==> config.mk <==
export PLATFORM = sky130hd
export DESIGN_NAME = timer_peripheral
export DESIGN_NICKNAME = d
export VERILOG_FILES = /design/src/rtl/timer_peripheral_pkg.sv /design/src/rtl/timer_peripheral_prescaler.sv /design/src/rtl/timer_peripheral.sv
export SDC_FILE = /design/constraint.sdc
export NUM_CORES = 1
export LEC_CHECK = 0
export CORE_ASPECT_RATIO = 1.5
export CORE_UTILIZATION = 50
export DETAILED_ROUTE_END_ITERATION = 8
export GPL_ROUTABILITY_DRIVEN = 0
export PLACE_DENSITY = 0.86
export SETUP_SLACK_MARGIN = 0.02
export SYNTH_ARGS = -nofsm -noshare
export SYNTH_HDL_FRONTEND = slang
export SYNTH_HIERARCHICAL = 1
export SYNTH_SLANG_ARGS = --single-unit
==> constraint.sdc <==
create_clock -name clk -period 7.5 [get_ports clk]
set_input_delay 1.5 -clock clk [delete_from_list [all_inputs] [get_ports clk]]
set_output_delay 1.5 -clock clk [all_outputs]
set_load 0.01 [all_outputs]
==> src/rtl/timer_peripheral_pkg.sv <==
// Shared definitions for the memory-mapped timer: register word offsets,
// TCON bit positions and the address-offset decoder.
package timer_peripheral_pkg;

    // Word offsets from BASE_ADDR (byte offset / 4)
    localparam logic [29:0] OFF_TH      = 30'd0;
    localparam logic [29:0] OFF_TL      = 30'd1;
    localparam logic [29:0] OFF_TCON    = 30'd2;
    localparam logic [29:0] OFF_SYSTICK = 30'd5;

    // TCON bit indices
    localparam int unsigned TCON_EN = 0;  // count enable
    localparam int unsigned TCON_IE = 1;  // interrupt enable
    localparam int unsigned TCON_IS = 2;  // interrupt status (sticky)

    typedef enum logic [2:0] {
        RegNone,
        RegTh,
        RegTl,
        RegTcon,
        RegSystick
    } reg_sel_e;

    // Map a word offset to a register; offsets 3 and 4 belong to other
    // peripherals and must not be claimed.
    function automatic reg_sel_e decode_offset(input logic [29:0] off);
        case (off)
            OFF_TH:      return RegTh;
            OFF_TL:      return RegTl;
            OFF_TCON:    return RegTcon;
            OFF_SYSTICK: return RegSystick;
            default:     return RegNone;
        endcase
    endfunction

endpackage

==> src/rtl/timer_peripheral_prescaler.sv <==
// Clock prescaler: counts 0..PRESCALE-1 while enabled and flags the last
// count with a single-cycle tick. Holds while disabled; clear wins over
// counting.
module timer_peripheral_prescaler #(
    parameter int unsigned PRESCALE = 1
) (
    input  logic clk,
    input  logic reset,
    input  logic enable,
    input  logic clear,
    output logic tick
);

    localparam logic [15:0] LAST = 16'(PRESCALE - 1);

    logic [15:0] count_q;
    logic [15:0] count_d;

    // Tick decode and next count value
    always_comb begin
        tick    = enable && (count_q == LAST);
        count_d = count_q;
        if (clear) begin
            count_d = '0;
        end else if (enable) begin
            count_d = tick ? 16'd0 : count_q + 16'd1;
        end
    end

    // Count register with synchronous reset
    always_ff @(posedge clk) begin
        if (reset) begin
            count_q <= '0;
        end else begin
            count_q <= count_d;
        end
    end

endmodule

==> src/rtl/timer_peripheral.sv <==
// Memory-mapped timer with reload, sticky overflow interrupt and a free-running
// system tick. Reads are combinational from current register state, so a
// simultaneous read and write returns the pre-write value.
module timer_peripheral
    import timer_peripheral_pkg::*;
#(
    parameter logic [31:0] BASE_ADDR = 32'h4000_0000,
    parameter int unsigned PRESCALE  = 1
) (
    input  logic        clk,
    input  logic        reset,
    input  logic        MemRead,
    input  logic        MemWrite,
    input  logic [31:0] address,
    input  logic [31:0] write_data,
    output logic [31:0] read_data,
    output logic        hit,
    output logic        IRQ
);

    logic [31:0] th_q, th_d;
    logic [31:0] tl_q, tl_d;
    logic [2:0]  tcon_q, tcon_d;
    logic [31:0] systick_q;

    logic [29:0] word_off;
    reg_sel_e    sel;
    logic        wr_en;
    logic        tl_wr;
    logic        tick;
    logic        overflow;
    logic        unused_addr;

    assign unused_addr = ^address[1:0];

    // Address decode; an address below BASE wraps to a large offset and misses
    always_comb begin
        word_off = address[31:2] - BASE_ADDR[31:2];
        sel      = decode_offset(word_off);
    end

    assign hit   = (sel != RegNone);
    assign wr_en = MemWrite && hit;
    assign tl_wr = wr_en && (sel == RegTl);

    timer_peripheral_prescaler #(
        .PRESCALE(PRESCALE)
    ) u_prescaler (
        .clk   (clk),
        .reset (reset),
        .enable(tcon_q[TCON_EN]),
        .clear (tl_wr),
        .tick  (tick)
    );

    // Read mux: zero unless a read strobe hits one of our registers
    always_comb begin
        read_data = '0;
        if (MemRead) begin
            case (sel)
                RegTh:      read_data = th_q;
                RegTl:      read_data = tl_q;
                RegTcon:    read_data = {29'd0, tcon_q};
                RegSystick: read_data = systick_q;
                default:    read_data = '0;
            endcase
        end
    end

    // Next-state for TH, TL and TCON with the simultaneous-event priorities
    always_comb begin
        th_d     = th_q;
        tl_d     = tl_q;
        tcon_d   = tcon_q;
        overflow = 1'b0;

        if (wr_en && (sel == RegTh)) begin
            th_d = write_data;
        end

        // A software TL write suppresses both increment and reload
        if (tl_wr) begin
            tl_d = write_data;
        end else if (tick) begin
            if (tl_q == 32'hFFFF_FFFF) begin
                tl_d     = th_q;  // old TH even if TH is written this cycle
                overflow = 1'b1;
            end else begin
                tl_d = tl_q + 32'd1;
            end
        end

        if (wr_en && (sel == RegTcon)) begin
            tcon_d = write_data[2:0];
        end
        // Hardware set beats a software clear so no interrupt is lost
        if (overflow && tcon_q[TCON_IE]) begin
            tcon_d[TCON_IS] = 1'b1;
        end
    end

    // Register state with synchronous reset
    always_ff @(posedge clk) begin
        if (reset) begin
            th_q      <= '0;
            tl_q      <= '0;
            tcon_q    <= '0;
            systick_q <= '0;
        end else begin
            th_q      <= th_d;
            tl_q      <= tl_d;
            tcon_q    <= tcon_d;
            systick_q <= systick_q + 32'd1;
        end
    end

    // Level interrupt purely from registered bits, so it cannot glitch
    assign IRQ = tcon_q[TCON_IE] & tcon_q[TCON_IS];

endmodule

==> out/results.txt <==
status -> completed
Hold WS -> 0.4711 ns
cell area after layout -> 0.008438 mm2
Final Max Tran Viols -> 0
register bit count reported by yosys -> 115
Worst Setup Start Kind -> primary input
combinational share of power -> 4.5%
footprint of the multi-input gates -> 0.004218 mm2
worst-skew pair later-pin latency -> 0.43 ns
CP Max Fanout -> 17
synthesized instance count -> 850
via count -> 7138
Inst Count DP -> 1062
R2R setup slack -> 3.92 ns
Starting Density -> 51.14%
Buffers on Ports -> 99
Synth Flop Type -> dfxtp_1
pin count of the biggest net entering global routing -> 55
Synth top area share -> 33.59%
DP HPWL -> 13.93 mm
grt total ovfl -> 0
Setup TNS Final -> 0 ns
I/O pins -> 102
Hold WC Path Type -> reg2reg
fin crit period -> 6.411 ns
largest family of logic cells by synthesized area -> simple AND/OR/NAND/NOR gates
pwr dens -> 180.1 mW/mm2
chip height -> 145.4 um
hold buffer count at CTS -> 0
xor and xnor area share after synthesis -> 5.878%
CTS H-tree lvls -> 4
layout cells sized above 1 -> 11.48%
cells on worst reg2reg path -> 9
clock tree buffer depth -> 2
DRC Markers -> 0
Post-CTS Resized -> 0
Sw Share -> 22.42%
Hold Crit Start -> th_q[31]$_SDFFE_PP0P_
largest area contributor in the netlist -> dfxtp_1
CTS Sinks -> 115
CP endpoint kind -> output port
number of global-route vias before repair -> 6883
slowest library cell on the worst path -> and4_1
Non-Filler Instances -> 1094
area of the die -> 0.01419 mm2
post-synthesis mux area share -> 6.152%
first-pass GRT wire length -> 33.36 mm
Clock power frac -> 55.0%
EDFF count, synth -> 0
Post-Route WL -> 20.93 mm
max frequency -> 156.0 MHz
total of max-cap violations -> 0
Antenna Violating Nets Remaining -> 0
initial drt markers -> 675
maximum VDD drop -> 0.1446 mV
Hold Path Cell Cnt -> 2
clk root buf -> clkbuf_16
leak pwr -> 0.002714 uW
Final setup viols -> 0
Relative slew margins -> 25.57%
most common cell after layout, fill and taps aside -> dfxtp_1
unrepaired setup endpoints after global routing -> no
Worst-Margin Slew -> 1.116 ns
DP Area -> 0.007836 mm2
library cells used by synthesis -> 67
Netlist Area Pre-Place -> 0.006854 mm2
Layout fillers -> 1104
Synth Net Count -> 922
Critical Path Most Common Cell -> clkdlybuf4s50_1
Avg Vias per Cell -> 6.525
Pre-Repair DR Iteration Count -> 6
post-synthesis compound-gate area fraction -> 18.22%
TritonCTS clock tree -> done
R2R Path Start -> u_prescaler/count_q[0]$_SDFFE_PP0P_
Period Utilization, post-route -> 85.48%
row count -> 52
Reg power frac -> 40.5%
Nets -> 991
Reg clk slew, reported paths -> 0.05 ns
CP Class -> in2out
Setup Buffers After CTS -> 0
Inserted Clock Buffers -> 17
final worst slack -> 1.089 ns
Setup WS pre-CTS -> 1.156 ns
asr flop ratio synth -> 0%
P&R area growth vs syn -> 23.11%
Synth Area per Inst -> 8.064 um2
core area -> 0.01340 mm2
Synth Area in Simple Gates -> 30.56%
Crit path required time -> 6.00 ns
YS warnings -> 6
sequential cell area -> 0.002302 mm2
antenna cell count -> 0
Final Skew -> 0.008178 ns
P_sw -> 340.7 uW
die width -> 97.60 um
hold path endpoint -> th_q[31]$_SDFFE_PP0P_
Internal Power -> 1179 uW
critical path's largest stage delay -> 0.75 ns
crit-path cells -> clkdlybuf4s50_1 -> or4_4 -> nor3_4 -> and4_1 -> buf_4 -> a22oi_1 -> nor2_1 -> clkdlybuf4s50_1
initial antenna violation count -> 0
crit path launch -> address[19]
WL per Instance -> 19.13 um
Post-Synth Adder-Cell Area -> 0.7302%
synth top area cells -> dfxtp_1, nand2_1, mux2_2, nor2_1, a21oi_1
Final Hold Violating Endpoints -> 0
commonest cells after routing, fill and taps aside -> dfxtp_1, nand2_1, clkdlybuf4s50_1, nor2_1, a21oi_1
GRT Total Usage -> 29.35%
register area share after synthesis -> 33.59%
Crit Reg-Reg Endpoint -> tl_q[31]$_SDFFE_PP0P_
crit path DAT -> 4.91 ns
## area by class of cell
type | count | area share [%]
multi-input cells | 660 | 49.99
flip-flops and latches | 115 | 27.28
repair buffers | 107 | 12.40
clock buffers | 19 | 5.249
well taps | 162 | 2.402
clock inverters | 13 | 1.883
inverters | 18 | 0.8007
## per-layer routing
| layer | vias up | wire (um) | GRT usage, % |
|---|---|---|---|
| met2 | 425 | 10200 | 48.95 |
| li1 | 3279 | - | - |
| met4 | 0 | 1199 | 20.15 |
| met5 | - | 0 | 0 |
| met1 | 3322 | 7767 | 33.04 |
| met3 | 112 | 1767 | 6.628 |
## worst max-delay path by stage
stage                         end  slack (ns)
floorplan           read_data[21]        2.82
global placement    read_data[21]        1.25
detailed placement  read_data[21]        1.16
CTS                 read_data[21]        1.15
global route        read_data[21]        0.96
finish              read_data[21]        1.09
## flip-flops by register name (all words and copies together) (netlist names)
| register | count |
|---|---|
| tcon_q | 3 |
| systick_q | 32 |
| u_prescaler/count_q | 16 |
| th_q | 32 |
| tl_q | 32 |
## kinds of logic (layout without fill, tap and decap cells)
family | after synthesis | in the layout
fa+ha+maj | 4 | 4
flops | 115 | 115
xor+xnor | 46 | 46
simple gates | 392 | 392
buf+inv | 75 | 157
mux | 38 | 38
compound gates | 180 | 180
## Yosys cell counts (all sizes together) (4+ instances only)
library cell  number
dfxtp            115
nand2            107
nor2             100
a21oi             55
nand3             40
clkbuf            33
mux2              33
a22oi             29
nand4             29
nor4              25
buf               24
xnor2             23
xor2              23
nor3              21
o21ai             19
inv               17
and3              15
and4              15
a31oi             14
or3               11
or4               11
a211oi             8
a311oi             8
a221o              5
and2               5
mux2i              5
nor2b              5
o211ai             5
o221ai             5
ha                 4
o31a               4
o31ai              4
## worst max-delay path, delay by kind of cell
family	cells	cell delay (ns)
simple gates	4	1.86
compound gates	1	0.18
buf+inv	3	1.36
## metrics by stage
| stage | total power (uW) | util, % |
|---|---|---|
| finish | 1520 | 62.96 |
| global route | 1552 | 62.96 |
| CTS | 1519 | 62.96 |
| detailed placement | 695.2 | 58.47 |
| global placement | 695.0 | 58.47 |
| floorplan | 650.4 | - |
## power by group through the flow
stage | Sequential, uW | Clock [uW] | Combinational [uW]
after floorplan | 627 | 0 | 23.3
after global placement | 628 | 0 | 67.1
after global routing | 615 | 865 | 72.2
final | 615 | 837 | 68.4
after CTS | 615 | 837 | 67.7
after detailed placement | 628 | 0 | 67.3
(Power assumes the default switching activity.)
